## src/rtl/csa_seq_pkg.sv

```systemverilog
// Shared types and width helper for the carry-save accumulating sequencer.
package csa_seq_pkg;

    typedef enum logic [1:0] {
        IDLE    = 2'd0,
        ACCUM   = 2'd1,
        RESOLVE = 2'd2,
        DONE    = 2'd3
    } state_t;

    function automatic int unsigned accum_width(input int unsigned width, input int unsigned max_ops);
        return width + $clog2(max_ops);
    endfunction

endpackage

```

## src/rtl/csa_compress_w.sv

```systemverilog
// N-bit 3:2 carry-save compressor; the carry output is left unshifted.
module csa_compress_w #(
    parameter int unsigned N = 7
) (
    input  logic [N-1:0] x,
    input  logic [N-1:0] y,
    input  logic [N-1:0] z,
    output logic [N-1:0] s,
    output logic [N-1:0] c
);

    assign s = x ^ y ^ z;
    assign c = (x & y) | (x & z) | (y & z);

endmodule

```

## src/rtl/csa_accum_sequencer.sv

```systemverilog
// Streaming multi-operand adder: redundant sum/carry accumulation per beat,
// a single carry-propagate resolve at the end of each burst.
module csa_accum_sequencer
    import csa_seq_pkg::*;
#(
    parameter int unsigned WIDTH   = 4,
    parameter int unsigned MAX_OPS = 8
) (
    input  logic                           clk,
    input  logic                           rst,
    input  logic                           in_valid,
    output logic                           in_ready,
    input  logic [WIDTH-1:0]               in_data,
    input  logic                           in_last,
    output logic                           out_valid,
    input  logic                           out_ready,
    output logic [WIDTH+$clog2(MAX_OPS)-1:0] out_sum,
    output logic [$clog2(MAX_OPS):0]       out_count,
    output logic                           out_trunc
);

    localparam int unsigned AW = accum_width(WIDTH, MAX_OPS);
    localparam int unsigned CW = $clog2(MAX_OPS) + 1;

    state_t          r_state;
    logic [AW-1:0]   r_s;
    logic [AW-1:0]   r_c;
    logic [CW-1:0]   r_count;
    logic            r_trunc;
    logic [AW-1:0]   r_out_sum;
    logic [CW-1:0]   r_out_count;
    logic            r_out_trunc;
    logic            r_out_valid;

    logic            w_beat;
    logic [AW-1:0]   w_zext;
    logic [AW-1:0]   w_cs_s;
    logic [AW-1:0]   w_cs_c;
    logic [CW-1:0]   w_count_nxt;

    assign in_ready    = (r_state == IDLE) || (r_state == ACCUM);
    assign w_beat      = in_valid && in_ready;
    assign w_zext      = AW'(in_data);
    assign w_count_nxt = r_count + CW'(1);

    csa_compress_w #(.N(AW)) u_compress (
        .x (r_s),
        .y (r_c),
        .z (w_zext),
        .s (w_cs_s),
        .c (w_cs_c)
    );

    always_ff @(posedge clk) begin
        if (rst) begin
            r_state     <= IDLE;
            r_s         <= '0;
            r_c         <= '0;
            r_count     <= '0;
            r_trunc     <= 1'b0;
            r_out_sum   <= '0;
            r_out_count <= '0;
            r_out_trunc <= 1'b0;
            r_out_valid <= 1'b0;
        end else begin
            case (r_state)
                IDLE: begin
                    if (w_beat) begin
                        r_s     <= w_zext;
                        r_c     <= '0;
                        r_count <= CW'(1);
                        r_trunc <= 1'b0;
                        r_state <= in_last ? RESOLVE : ACCUM;
                    end
                end
                ACCUM: begin
                    if (w_beat) begin
                        // Total never reaches 2^AW, so the dropped carry MSB is always zero.
                        r_s     <= w_cs_s;
                        r_c     <= w_cs_c << 1;
                        r_count <= w_count_nxt;
                        if (in_last) begin
                            r_trunc <= 1'b0;
                            r_state <= RESOLVE;
                        end else if (w_count_nxt == CW'(MAX_OPS)) begin
                            r_trunc <= 1'b1;
                            r_state <= RESOLVE;
                        end
                    end
                end
                RESOLVE: begin
                    r_out_sum   <= r_s + r_c;
                    r_out_count <= r_count;
                    r_out_trunc <= r_trunc;
                    r_out_valid <= 1'b1;
                    r_state     <= DONE;
                end
                DONE: begin
                    if (out_ready) begin
                        r_out_valid <= 1'b0;
                        r_s         <= '0;
                        r_c         <= '0;
                        r_count     <= '0;
                        r_trunc     <= 1'b0;
                        r_state     <= IDLE;
                    end
                end
                default: r_state <= IDLE;
            endcase
        end
    end

    assign out_valid = r_out_valid;
    assign out_sum   = r_out_sum;
    assign out_count = r_out_count;
    assign out_trunc = r_out_trunc;

endmodule

```

## config.mk

```make
export PLATFORM = sky130hd
export DESIGN_NAME = csa_accum_sequencer
export DESIGN_NICKNAME = d
export VERILOG_FILES = /design/src/rtl/csa_seq_pkg.sv /design/src/rtl/csa_compress_w.sv /design/src/rtl/csa_accum_sequencer.sv
export SDC_FILE = /design/constraint.sdc
export NUM_CORES = 1
export LEC_CHECK = 0
export CELL_PAD_IN_SITES_DETAIL_PLACEMENT = 0
export CELL_PAD_IN_SITES_GLOBAL_PLACEMENT = 1
export CORE_ASPECT_RATIO = 0.8
export CORE_MARGIN = 5
export CORE_UTILIZATION = 39
export CTS_BUF_LIST = sky130_fd_sc_hd__clkbuf_4 sky130_fd_sc_hd__clkbuf_8
export DETAILED_ROUTE_END_ITERATION = 12
export GPL_ROUTABILITY_DRIVEN = 0
export HOLD_SLACK_MARGIN = 0.05
export PLACE_DENSITY_LB_ADDON = 0.1
export SLEW_MARGIN = 20
export SYNTH_ARGS = -nofsm -noshare
export SYNTH_HDL_FRONTEND = slang
export SYNTH_SLANG_ARGS = --single-unit
```

## constraint.sdc

```tcl
create_clock -name clk -period 1.6 [get_ports clk]
set_input_delay 0.16 -clock clk [delete_from_list [all_inputs] [get_ports clk]]
set_output_delay 0.16 -clock clk [all_outputs]
set_load 0.01 [all_outputs]
```

==> reports/metrics.cfg <==
[hold_path]
hp-class = reg2reg
min_to = r_s[4]
holdPathStages = 2
worstHoldStart = r_s[4]

[critical_path]
crit_chain = inv_1 > ha_4 > o21bai_4 > o211ai_1 > or3_1 > a21oi_2
arrival_ns = 1.78
critical_path_class = reg2reg
end_kind = flip-flop
worstPathMaxFanout = 4
crit_path_max_incr_delay_ns = 0.39
ff2ff_setup_slack_ns = 0.03
r2r_cells = 6
cp-start-kind = flip-flop
startpoint = r_state[0]
cp.buffers_inverters = 1
critical_path_required_ns = 1.81
worstReg2RegStart = r_state[0]
r2r_end = r_state[0]
crit_family = compound AO/OA/AOI/OAI gates
cp_slowest_cell = or3_1

[detailed_routing]
drc = 0
vias = 1547
dr.pass1.iters = 4
post_drt_wl_per_cell_um = 15.0
antenna_left = 0
via_per_inst = 5.33
drt_iter0_markers = 77
drt_wl_total_um = 4360

[die]
io_pins = 23
start_util_pct = 40.8
num_rows = 21
fp.dieArea_sq_um = 5870
die_h_um = 69.5
die_w_um = 84.4
core_sq_um = 4230

[yosys]
synth_nets = 218
syn_inst = 194
synth-edff-count = 0
synth_top_family_by_area = simple AND/OR/NAND/NOR gates
synthFlopType = dfxtp_1
syn_area_sq_um = 1730
yosysUniqueCellTypes = 43
ys_ff_latch = 33
synth_fa_ha_area_share_pct = 12.6
synth-xor-area-share_pct = 1.01
synth_simple_gate_area_share_pct = 20.1
seq_area_frac_synth_pct = 38.3
synth_compound_area_share_pct = 16.9
avgSynthCellArea_sq_um = 8.90
yosysWarnings = 0
ys_async_sr_fraction_pct = 0
synthMuxAreaShare_pct = 5.22

[clock_network]
clkSlewWorstSetupHoldPaths_ns = 0.07
htreeDepth = 2
cts_tree = done
clock_path_buffers = 2
clkSinkCount = 33
clkLatencyLatePin_ns = 0.28
cts_made_buffers = 5
ctsRootBufferMaster = clkbuf_8

[placed_design]
dp.cells = 281
hpwl_um = 3060
port-buffer-count = 22

[power_and_ir_drop]
switching_power_mw = 1.45
p_per_area_nw_per_um2 = 1580
irDropWorstVdd_v = 0.000646
p_int_mw = 2.31
pwr-share-comb_pct = 53.4
p_clk_share_pct = 17.7
swShare_pct = 38.6
cellLeakagePower_nw = 0.888
seqPwrFrac_pct = 29.0

[final_layout]
fillers = 393
finish.net_count = 257
antenna_cells = 0
most-common-layout-cells = dfxtp_1 (30), clkdlybuf4s50_1 (21), buf_4 (18)
drive_gt1_share_pct = 23.6
layout.cells.non_filler = 290
final_common_cell = dfxtp_1
syn2layout_area_growth_pct = 37.5

[grt]
globalRouteTotalUtil_pct = 15.5
grt_max_degree = 34
antenna_found_initial = 0
gr-total-overflow = 0
first_global_vias = 1555
grt_pass1_wl_um = 7330

[status]
status = finished, final reports clean

[sta]
fmax_mhz = 638
hold-worst-slack_ns = 0.462
timing.final.hold_violations = 0
slew_headroom_pct = 79.7
finalCriticalPeriod_ns = 1.57
worstMarginPinSlew_ns = 0.302
setup_viol = 0
period_share_pct = 97.9
maxSlewViolCount = 0
grt_setup_unrepaired = yes
skew_ns = 0.00532

[run]
max_cap_viol_count = 0

area by class of cell:
cell class / count / area, sq um / area share (%)
clock buffers: 7 / 90.1 / 3.79
inverters: 12 / 45.0 / 1.90
multi-input cells: 138 / 1090 / 45.7
flip-flops and latches: 33 / 667 / 28.1
well taps: 57 / 71.3 / 3.00
repair buffers: 43 / 415 / 17.5
sequential cells by signal, summed over array words and instances (netlist names):
name       count
r_s            7
out_count      4
out_valid      1
out_sum        7
r_count        4
r_state        2
r_c            6
r_trunc        1
out_trunc      1
cell families after synthesis:
group,after synthesis
muxes,9
DFF,33
xor gates and xnor gates,2
and+or+nand+nor,68
adders and majority gates,15
buffers and inverters,23
AOI/OAI and AO/OA,44
timing repair:
item	in CTS	in global routing
hold buffers	0	0
resized for setup	10	19
hold endpoints to repair	0	0
gates cloned	0	1
pin swaps	3	5
setup buffers	0	1
endpoints found under the setup margin	20	20
cells in the mapped netlist (all sizes together), types with 2 or more instances:
library cell	instances	area [sq um]
nand3	16	85.1
clkbuf	5	18.8
nand2b	3	18.8
a221oi	4	35.0
buf	6	38.8
inv	12	45.0
or3	3	18.8
ha	11	138
nor2	16	60.1
fa	4	80.1
dfxtp	33	661
a211oi	4	30.0
mux2i	9	90.1
nand2	15	56.3
o21a	2	15.0
a21oi	16	80.1
o21ai	6	30.0
nor3	6	45.0
o32ai	3	26.3
nor4	2	12.5
routing by layer:
metal	wire length, um	track usage [%]	vias up
met2	2100	25.7	40
met5	0	0	-
met1	1960	18.8	728
met3	227	3.92	8
li1	-	-	771
met4	69	7.21	0
worst max-delay path by stage:
stage	end	depth (start not counted)
finish	r_state[0]	6
global route	r_state[0]	6
floorplan	r_state[0]	6
detailed placement	r_s[3]	6
CTS	in_ready	4
global placement	r_s[1]	6
power groups by stage:
stage          Clock, mW  Combinational [mW]  Sequential [mW]
6_report           0.662                2.00             1.09
5_1_grt            0.704                2.22             1.11
4_1_cts            0.676                1.74             1.05
3_5_place_dp           0                1.67             1.07
3_3_place_gp           0                1.60             1.06
2_1_floorplan          0               0.991             1.09
through the flow:
| step | setup WS (ns) | setup TNS [ns] | utilization, % | cell area, sq um | power [mW] |
|---|---|---|---|---|---|
| 3_5_place_dp | -0.150 | -1.39 | 50.3 | 2130 | 2.74 |
| 2_1_floorplan | 0.116 | 0 | - | 1730 | 2.08 |
| 5_1_grt | -0.0469 | -0.0858 | 56.1 | 2370 | 4.03 |
| 4_1_cts | -0.0104 | -0.0104 | 53.2 | 2250 | 3.47 |
| 6_report | 0.0333 | 0 | 56.1 | 2370 | 3.75 |
| 3_3_place_gp | -0.0288 | -0.0977 | 50.3 | 2130 | 2.66 |
worst register-to-register path, cell delays in order, from the launching register on:
cell and delay (ns):
dfxtp_4 0.38, inv_1 0.09, ha_4 0.18, o21bai_4 0.16
o211ai_1 0.17, or3_1 0.39, a21oi_2 0.12
No activity file was read; power rests on OpenSTA's default activity.
